`src/rtl/ro_freq_meter.sv`:
```
// ro_freq_meter
//   Multi-channel ring-oscillator frequency meter. Each oscillator tap is
//   synchronised into clk. One selected channel has its rising edges counted
//   over a programmable gate of clk cycles. The result is then streamed out
//   least-significant byte first over a valid/ready byte port.
//
// Ports
//   clk         in   system clock
//   rst         in   asynchronous reset, active-high
//   ro_in       in   [N_CH-1:0] oscillator taps, asynchronous to clk
//   start       in   begin a measurement (only honoured in IDLE)
//   ch_sel      in   [SEL_W-1:0] channel index, latched when start is accepted
//   gate_len    in   [GATE_W-1:0] gate length in clk cycles, 0 = 2^GATE_W
//   busy        out  high from accepted start until done
//   done        out  one-cycle pulse after the last byte handshake
//   overflow    out  edge counter saturated, sticky until next accepted start
//   count       out  [CNT_W-1:0] last result, held until next accepted start
//   byte_out    out  [7:0] readout data
//   byte_valid  out  readout valid
//   byte_ready  in   readout ready from consumer
//
// State table
//   IDLE | waiting for start, result registers hold last measurement
//   ARM  | load gate down-counter with the latched gate length
//   GATE | count rising edges of the selected channel for G cycles
//   OUT  | present the result byte by byte on the valid/ready port

module ro_freq_meter #(
    parameter int N_CH   = 4,
    parameter int CNT_W  = 16,
    parameter int GATE_W = 12,
    parameter int SEL_W  = $clog2(N_CH)
) (
    input  logic              clk,
    input  logic              rst,
    input  logic [N_CH-1:0]   ro_in,
    input  logic              start,
    input  logic [SEL_W-1:0]  ch_sel,
    input  logic [GATE_W-1:0] gate_len,
    output logic              busy,
    output logic              done,
    output logic              overflow,
    output logic [CNT_W-1:0]  count,
    output logic [7:0]        byte_out,
    output logic              byte_valid,
    input  logic              byte_ready
);

    localparam int NB    = (CNT_W + 7) / 8;
    localparam int IDX_W = (NB > 1) ? $clog2(NB) : 1;
    localparam int PAD_W = NB * 8;

    localparam logic [GATE_W:0]  GATE_LAST = {{GATE_W{1'b0}}, 1'b1};
    localparam logic [GATE_W:0]  GATE_FULL = {1'b1, {GATE_W{1'b0}}};
    localparam logic [IDX_W-1:0] IDX_LAST  = IDX_W'(NB - 1);

    typedef enum logic [1:0] {
        IDLE = 2'd0,
        ARM  = 2'd1,
        GATE = 2'd2,
        OUT  = 2'd3
    } state_t;

    state_t            state;
    logic [N_CH-1:0]   s1, s2, s3;
    logic [N_CH-1:0]   rise;
    logic              rise_sel;
    logic [SEL_W-1:0]  ch_q;
    logic [GATE_W-1:0] glen_q;
    logic [GATE_W:0]   gate_cnt;
    logic [CNT_W-1:0]  cnt;
    logic [CNT_W-1:0]  cnt_next;
    logic              cnt_sat;
    logic [IDX_W-1:0]  byte_idx;

    // Result byte k of the zero-padded count.
    function automatic logic [7:0] byte_sel(input logic [CNT_W-1:0] v,
                                            input logic [IDX_W-1:0] k);
        logic [PAD_W-1:0] p;
        p = PAD_W'(v);
        return p[8*k +: 8];
    endfunction

    // Two-flop synchroniser plus history flop on every channel, always running.
    always_ff @(posedge clk or posedge rst) begin
        if (rst) begin
            s1 <= '0;
            s2 <= '0;
            s3 <= '0;
        end else begin
            s1 <= ro_in;
            s2 <= s1;
            s3 <= s2;
        end
    end

    assign rise    = s2 & ~s3;
    assign cnt_sat = &cnt;

    always_comb begin
        rise_sel = 1'b0;
        if (int'(ch_q) < N_CH) begin
            rise_sel = rise[ch_q];
        end
    end

    // Saturating increment; the counter holds at all-ones.
    always_comb begin
        cnt_next = cnt;
        if (rise_sel && !cnt_sat) begin
            cnt_next = cnt + 1'b1;
        end
    end

    always_ff @(posedge clk or posedge rst) begin
        if (rst) begin
            state      <= IDLE;
            ch_q       <= '0;
            glen_q     <= '0;
            gate_cnt   <= '0;
            cnt        <= '0;
            byte_idx   <= '0;
            busy       <= 1'b0;
            done       <= 1'b0;
            overflow   <= 1'b0;
            count      <= '0;
            byte_out   <= '0;
            byte_valid <= 1'b0;
        end else begin
            done <= 1'b0;
            case (state)
                IDLE: begin
                    // done is still high in the cycle the FSM lands in IDLE;
                    // a start seen then is dropped.
                    if (start && !done) begin
                        ch_q     <= ch_sel;
                        glen_q   <= gate_len;
                        cnt      <= '0;
                        overflow <= 1'b0;
                        count    <= '0;
                        busy     <= 1'b1;
                        state    <= ARM;
                    end
                end
                ARM: begin
                    gate_cnt <= (glen_q == '0) ? GATE_FULL : {1'b0, glen_q};
                    state    <= GATE;
                end
                GATE: begin
                    cnt      <= cnt_next;
                    gate_cnt <= gate_cnt - 1'b1;
                    if (rise_sel && cnt_sat) begin
                        overflow <= 1'b1;
                    end
                    if (gate_cnt == GATE_LAST) begin
                        count    <= cnt_next;
                        byte_idx <= '0;
                        state    <= OUT;
                    end
                end
                OUT: begin
                    if (!byte_valid) begin
                        byte_valid <= 1'b1;
                        byte_out   <= byte_sel(count, '0);
                    end else if (byte_ready) begin
                        if (byte_idx == IDX_LAST) begin
                            byte_valid <= 1'b0;
                            busy       <= 1'b0;
                            done       <= 1'b1;
                            state      <= IDLE;
                        end else begin
                            byte_idx <= byte_idx + 1'b1;
                            byte_out <= byte_sel(count, byte_idx + 1'b1);
                        end
                    end
                end
                default: state <= IDLE;
            endcase
        end
    end

endmodule

```
`config.mk`:
```
export PLATFORM = sky130hd
export DESIGN_NAME = ro_freq_meter
export DESIGN_NICKNAME = d
export VERILOG_FILES = /design/src/rtl/ro_freq_meter.sv
export SDC_FILE = /design/constraint.sdc
export NUM_CORES = 1
export LEC_CHECK = 0
export CAP_MARGIN = 20
export CORE_AREA = 2 2 138 140
export DETAILED_ROUTE_END_ITERATION = 10
export DIE_AREA = 0 0 140 142
export DONT_BUFFER_PORTS = 1
export MAX_ROUTING_LAYER = met4
export PLACE_DENSITY = 0.36
export SYNTH_ARGS = -nofsm -noshare
export SYNTH_HDL_FRONTEND = slang
export SYNTH_SLANG_ARGS = --single-unit
```
`constraint.sdc`:
```
create_clock -name clk -period 3.1 [get_ports clk]
set_input_delay 0.31 -clock clk [delete_from_list [all_inputs] [get_ports clk]]
set_output_delay 0.31 -clock clk [all_outputs]
set_load 0.02 [all_outputs]
```
Word-level counts from Yosys, hierarchy flattened
Index checks and enable logic that the tools add are counted.

storage, ports and cells
  bits of input ports = 22
  bits in registers = 86

cells by class
  multiplexer cells = 38
  $add $sub $neg = 3
  bitwise gates (word level) = 2
  equality and inequality tests = 12
  reductions and logical operators = 20
  order comparisons = 1
  shift-type cells = 1

operator list
  cell                     number
  $pmux W16 S2             2
  $mux W16                 3
  $pmux W13 S2             1
  $mux W8                  3
  $mux W1                  18
  $add A16 B1 Y16 const B  1
  $reduce_and A16 Y1       1
  $shiftx A16 B5 Y8        1
  $ne A2 B2 Y1 const B     7
  $eq A13 B1 Y1 const B    1
  $mux W13                 1
  $sub A13 B1 Y13 const B  1
  $logic_not A12 Y1        1
  $mux W2                  5
  $reduce_and A5 Y1        2
  $reduce_and A3 Y1        3
  $pmux W2 S4              1
  $reduce_bool A2 Y1       4
  $pmux W1 S2              3
  $and A4 B4 Y4            1
  $eq A2 B2 Y1 const B     2
  $not A4 Y4               1
  $reduce_and A2 Y1        2
  $reduce_and A4 Y1        1
  other kinds (8)          11

Logic depth before layout (Yosys ltp)
  depth in word-level cells = 8
  gate-level depth with buffers = 9
  mapped depth without buffers = 7

Least setup slack after synthesis
Ideal clock, no wire load.

  kind = register to register
  start = register state[0]
  end = register cnt[11]
  setup time = 77 ps
  stages on the path, launching flop included = 10
  slack = 1,087 ps
  arrival time = 1,936 ps
  period minus slack after synthesis = 2,013 ps
  buffers on the path = 3
  required time = 3,023 ps
  cell sequence = dfrtp_1 -> inv_1 -> ha_1 -> nand3b_1 -> clkbuf_1 -> o21a_1 -> clkbuf_1 -> clkbuf_1 -> nand2_1 -> o21ai_1

on the way
  cells in the longest elaborated chain, start to end = 3
  elaborated cells between the ends (all ways) = 6
  classes of those cells = eq/ne: 2; mux: 1; reduce/logical: 3

RTL lines
  item                                                                 line  source
  start, declared                                                      64    state_t state;
  start signal, assigned                                               117   state <= IDLE;
  start signal, assigned                                               142   state <= ARM;
  start signal, assigned                                               147   state <= GATE;
  $eq A2 B2 Y1 / $logic_not A2 Y1 (equally long branches)              131   case (state)
  $reduce_bool A2 Y1 (no line) / $ne A2 B2 Y1 (equally long branches)  -
  $reduce_and A2 Y1 (no line)                                          -
  end signal, assigned                                                 150   cnt <= cnt_next;
  end, declared                                                        71    logic [CNT_W-1:0] cnt;

Several ways; a longest one is shown, not always the timed one.
A chain may end at the register's enable or synchronous reset.

Worst setup path after layout
  start = register s3[3]
  end = register cnt[14]

on the way
  cells in the longest elaborated chain, start to end = 7

RTL lines
  item                           line  source
  start, declared                65    logic [N_CH-1:0] s1, s2, s3;
  start signal, assigned         89    s3 <= '0;
  start signal, assigned         93    s3 <= s2;
  $not A4 Y4                     97    assign rise = s2 & ~s3;
  $and A4 B4 Y4                  97
  $bmux W1 S2                    103   rise_sel = rise[ch_q];
  $mux W1 (implied by the code)  103
  $logic_and A1 B1 Y1            110   if (rise_sel && !cnt_sat) begin
  $mux W16                       110
  $pmux W16 S2                   131

Every way passes these cells. The select of a mux whose other input is x is not followed.

==> results.py <==
metrics = {
    "synthesis": {
        "synth-simple-area-share_pct": 19.0,
        "synth-compound-area-share_pct": 15.9,
        "synth_top_family_by_area": "simple AND/OR/NAND/NOR gates",
        "synth_cells": 440,
        "yosys-top-cells-area": "dfrtp_1 47%, nand2_1 5.2%, mux2i_1 4.9%",
        "synth_flop_cell": "dfrtp_1",
        "synthMuxAreaShare_pct": 9.33,
        "synthXorXnorAreaFrac_pct": 2.70,
        "yosys.area.top_type_share_pct": 47.5,
        "syn_nets": 469,
        "synth_area_mm2": 0.00453,
        "synthDistinctLibCells": 61,
        "synth_fa_ha_area_share_pct": 1.93,
        "yosys.area.top_type": "dfrtp_1",
        "ys_ff_latch": 86,
        "yosysWarnings": 0,
        "synth-edff-count": 0,
        "async_reset_ff_share_pct": 100,
        "yosysSeqAreaShare_pct": 47.5,
        "avgSynthCellArea_um2": 10.3,
    },
    "drt": {
        "vias": 3196,
        "wirelength_mm": 10.8,
        "via_per_inst": 4.74,
        "drt.antenna.violating_nets": 0,
        "firstDrtPassIters": 7,
        "post_drt_wl_per_cell_um": 16.0,
        "drtIter0Drc": 171,
        "drc": 8,
    },
    "layout": {
        "drive_gt1_share_pct": 13.6,
        "final_area_mm2": 0.00513,
        "antennaDiodeCount": 0,
        "layout_commonest_cell": "dfrtp_1",
        "mostFrequentLayoutCells": "86 x dfrtp_1, 63 x nand2_1, 29 x o21ai_0, 24 x nor2_1, 22 x mux2i_1",
        "stdcell_count": 674,
        "areaGrowthSynthToFinish_pct": 13.2,
        "nets": 464,
    },
    "sta": {
        "fmax_mhz": 428,
        "maxSlewViolCount": 0,
        "timing.final.crit_share_pct": 75.4,
        "setup_viol_count_final": 0,
        "fin_crit_ns": 2.34,
        "rsz0062_at_grt": "false",
        "tns_ns": 0,
        "timing_hold_violations_final": 0,
        "skew_ns": 0.0110,
        "worstMarginPinSlew_ns": 0.819,
        "slew_headroom_pct": 45.4,
    },
    "status": {
        "violations": "DRC",
        "status": "finished, violations left",
    },
    "floorplan": {
        "fp.dieW_um": 140,
        "ioPinCount": 50,
        "die_h_um": 142,
        "core-area_mm2": 0.0185,
        "start_util_pct": 24.6,
        "die_area_mm2": 0.0199,
        "num_rows": 50,
    },
    "job": {
        "maxCapViolations": 0,
    },
    "grt": {
        "track_usage_pct": 11.8,
        "grt_pass1_vias": 3198,
        "grt_max_degree": 63,
        "grt.overflow.total": 0,
        "antenna_found_initial": 0,
        "grt_pass1_wl_mm": 17.8,
    },
    "cts": {
        "clock-sinks": 86,
        "ctsResizeCount": 0,
        "postCtsHoldBufs": 5,
        "clk_pin_slew_ns": 0.07,
        "numCtsBuffers": 9,
        "postCtsSetupBuffers": 0,
        "clock_path_buffers": 2,
        "cts_htree_levels": 3,
        "clk_latency_ns": 0.35,
        "cts_tree": "yes",
        "clock-root-buffer": "clkbuf_16",
    },
    "placed_design": {
        "portBuffers": 0,
        "gp_congestion": 0.760,
        "dp_hpwl_mm": 7.56,
        "dpl.cell_count": 653,
        "dpl_cell_area_mm2": 0.00477,
    },
    "pwr": {
        "total_power_mw": 2.61,
        "cellPowerDensity_mw_per_mm2": 509,
        "power_leakage_nw": 2.07,
        "ir_worst_vdd_mv": 0.297,
    },
    "min_path": {
        "whs_path_depth": 1,
        "hold_path_startpoint": "gate_len[1]",
        "hold_path_class": "in2reg",
    },
    "setup_path": {
        "cp.arrival_ns": 2.55,
        "cp_max_fo": 14,
        "critical_path.startpoint": "s3[3]",
        "crit_type": "reg2reg",
        "cp-start-kind": "register",
        "cp-end-kind": "register",
        "worstRegToRegCells": 5,
        "r2r_start": "s3[3]",
        "required_ns": 3.31,
    },
}
[synth_stat cells, types with 4 or more instances]
cell type  number
buf_2           4
nand2b_1        7
nand3_1        10
nor4_4          5
o211ai_1        4
xnor2_1        12
mux2i_1        22
inv_1          11
o22ai_1         8
a21oi_1        20
o31ai_1         5
nand4_1         7
ha_1            7
o21ai_1        15
o21ai_0        29
mux2_2         14
dfrtp_1        86
nand2_1        63
nor4_1          4
nor2_1         24
clkbuf_1       19
a22o_1          4
[worst paths after layout]
path	to	slack [ns]
max	cnt[14]	0.76
min	glen_q[1]	0.11
max reg2reg	cnt[14]	0.76
min reg2reg	s2[2]	0.35
max in group asynchronous	byte_out[5]	1.97
min in group asynchronous	ch_q[1]	0.43
[power by group]
part	switching (mW)	leakage, nW	internal (mW)
logic	0.121	0.835	0.0840
registers	0.0734	1.08	1.16
clock network	0.465	0.152	0.705
total	0.659	2.07	1.95
[flip-flops by register name, summed over array words and instances (netlist names)]
register and count:
state 2, byte_valid 1, s3 4, ch_q 2, glen_q 12, gate_cnt 13, done 1, byte_out 8
s1 4, overflow 1, busy 1, byte_idx 1, count 16, s2 4, cnt 16
[critical path, cell delays in order, from the launching register on]
cell      delay (ns)
dfrtp_1         0.36
nand2b_1        0.13
mux4_2          0.75
nor4b_1         0.64
and4b_1         0.27
a211oi_1        0.05
[stage by stage]
| step | util [%] | hold slack, ns | setup WS (ns) |
|---|---|---|---|
| 4_1_cts | 27.8 | 0.0950 | 0.754 |
| 6_report | 27.8 | 0.109 | 0.762 |
| 5_1_grt | 27.8 | 0.0914 | 0.630 |
| 2_1_floorplan | - | 0.331 | 0.568 |
| 3_5_place_dp | 25.8 | 0.227 | 0.757 |
| 3_3_place_gp | 25.8 | 0.225 | 0.791 |
[per-layer routing]
metal	track usage, %	wire length (um)	vias up
met5	-	0	-
met4	3.51	138	0
met3	3.36	533	10
met2	17.7	4700	66
met1	15.7	5380	1553
li1	-	-	1567
[cells by family after synthesis]
| family | after synthesis |
|---|---|
| compound gates | 106 |
| xor+xnor | 14 |
| fa+ha+maj | 7 |
| buf+inv | 39 |
| flops | 86 |
| mux | 38 |
| simple gates | 150 |
[layout make-up]
cell class / count / area (um^2)
Inverter: 11 / 42.5
Timing Repair Buffer: 12 / 115
Clock buffer: 10 / 229
Fill cell: 1924 / 13300
Tap cell: 234 / 293
Multi-Input combinational cell: 315 / 2210
Sequential cell: 86 / 2150
Clock inverter: 6 / 86.3
No activity file was read; power rests on OpenSTA's default activity.
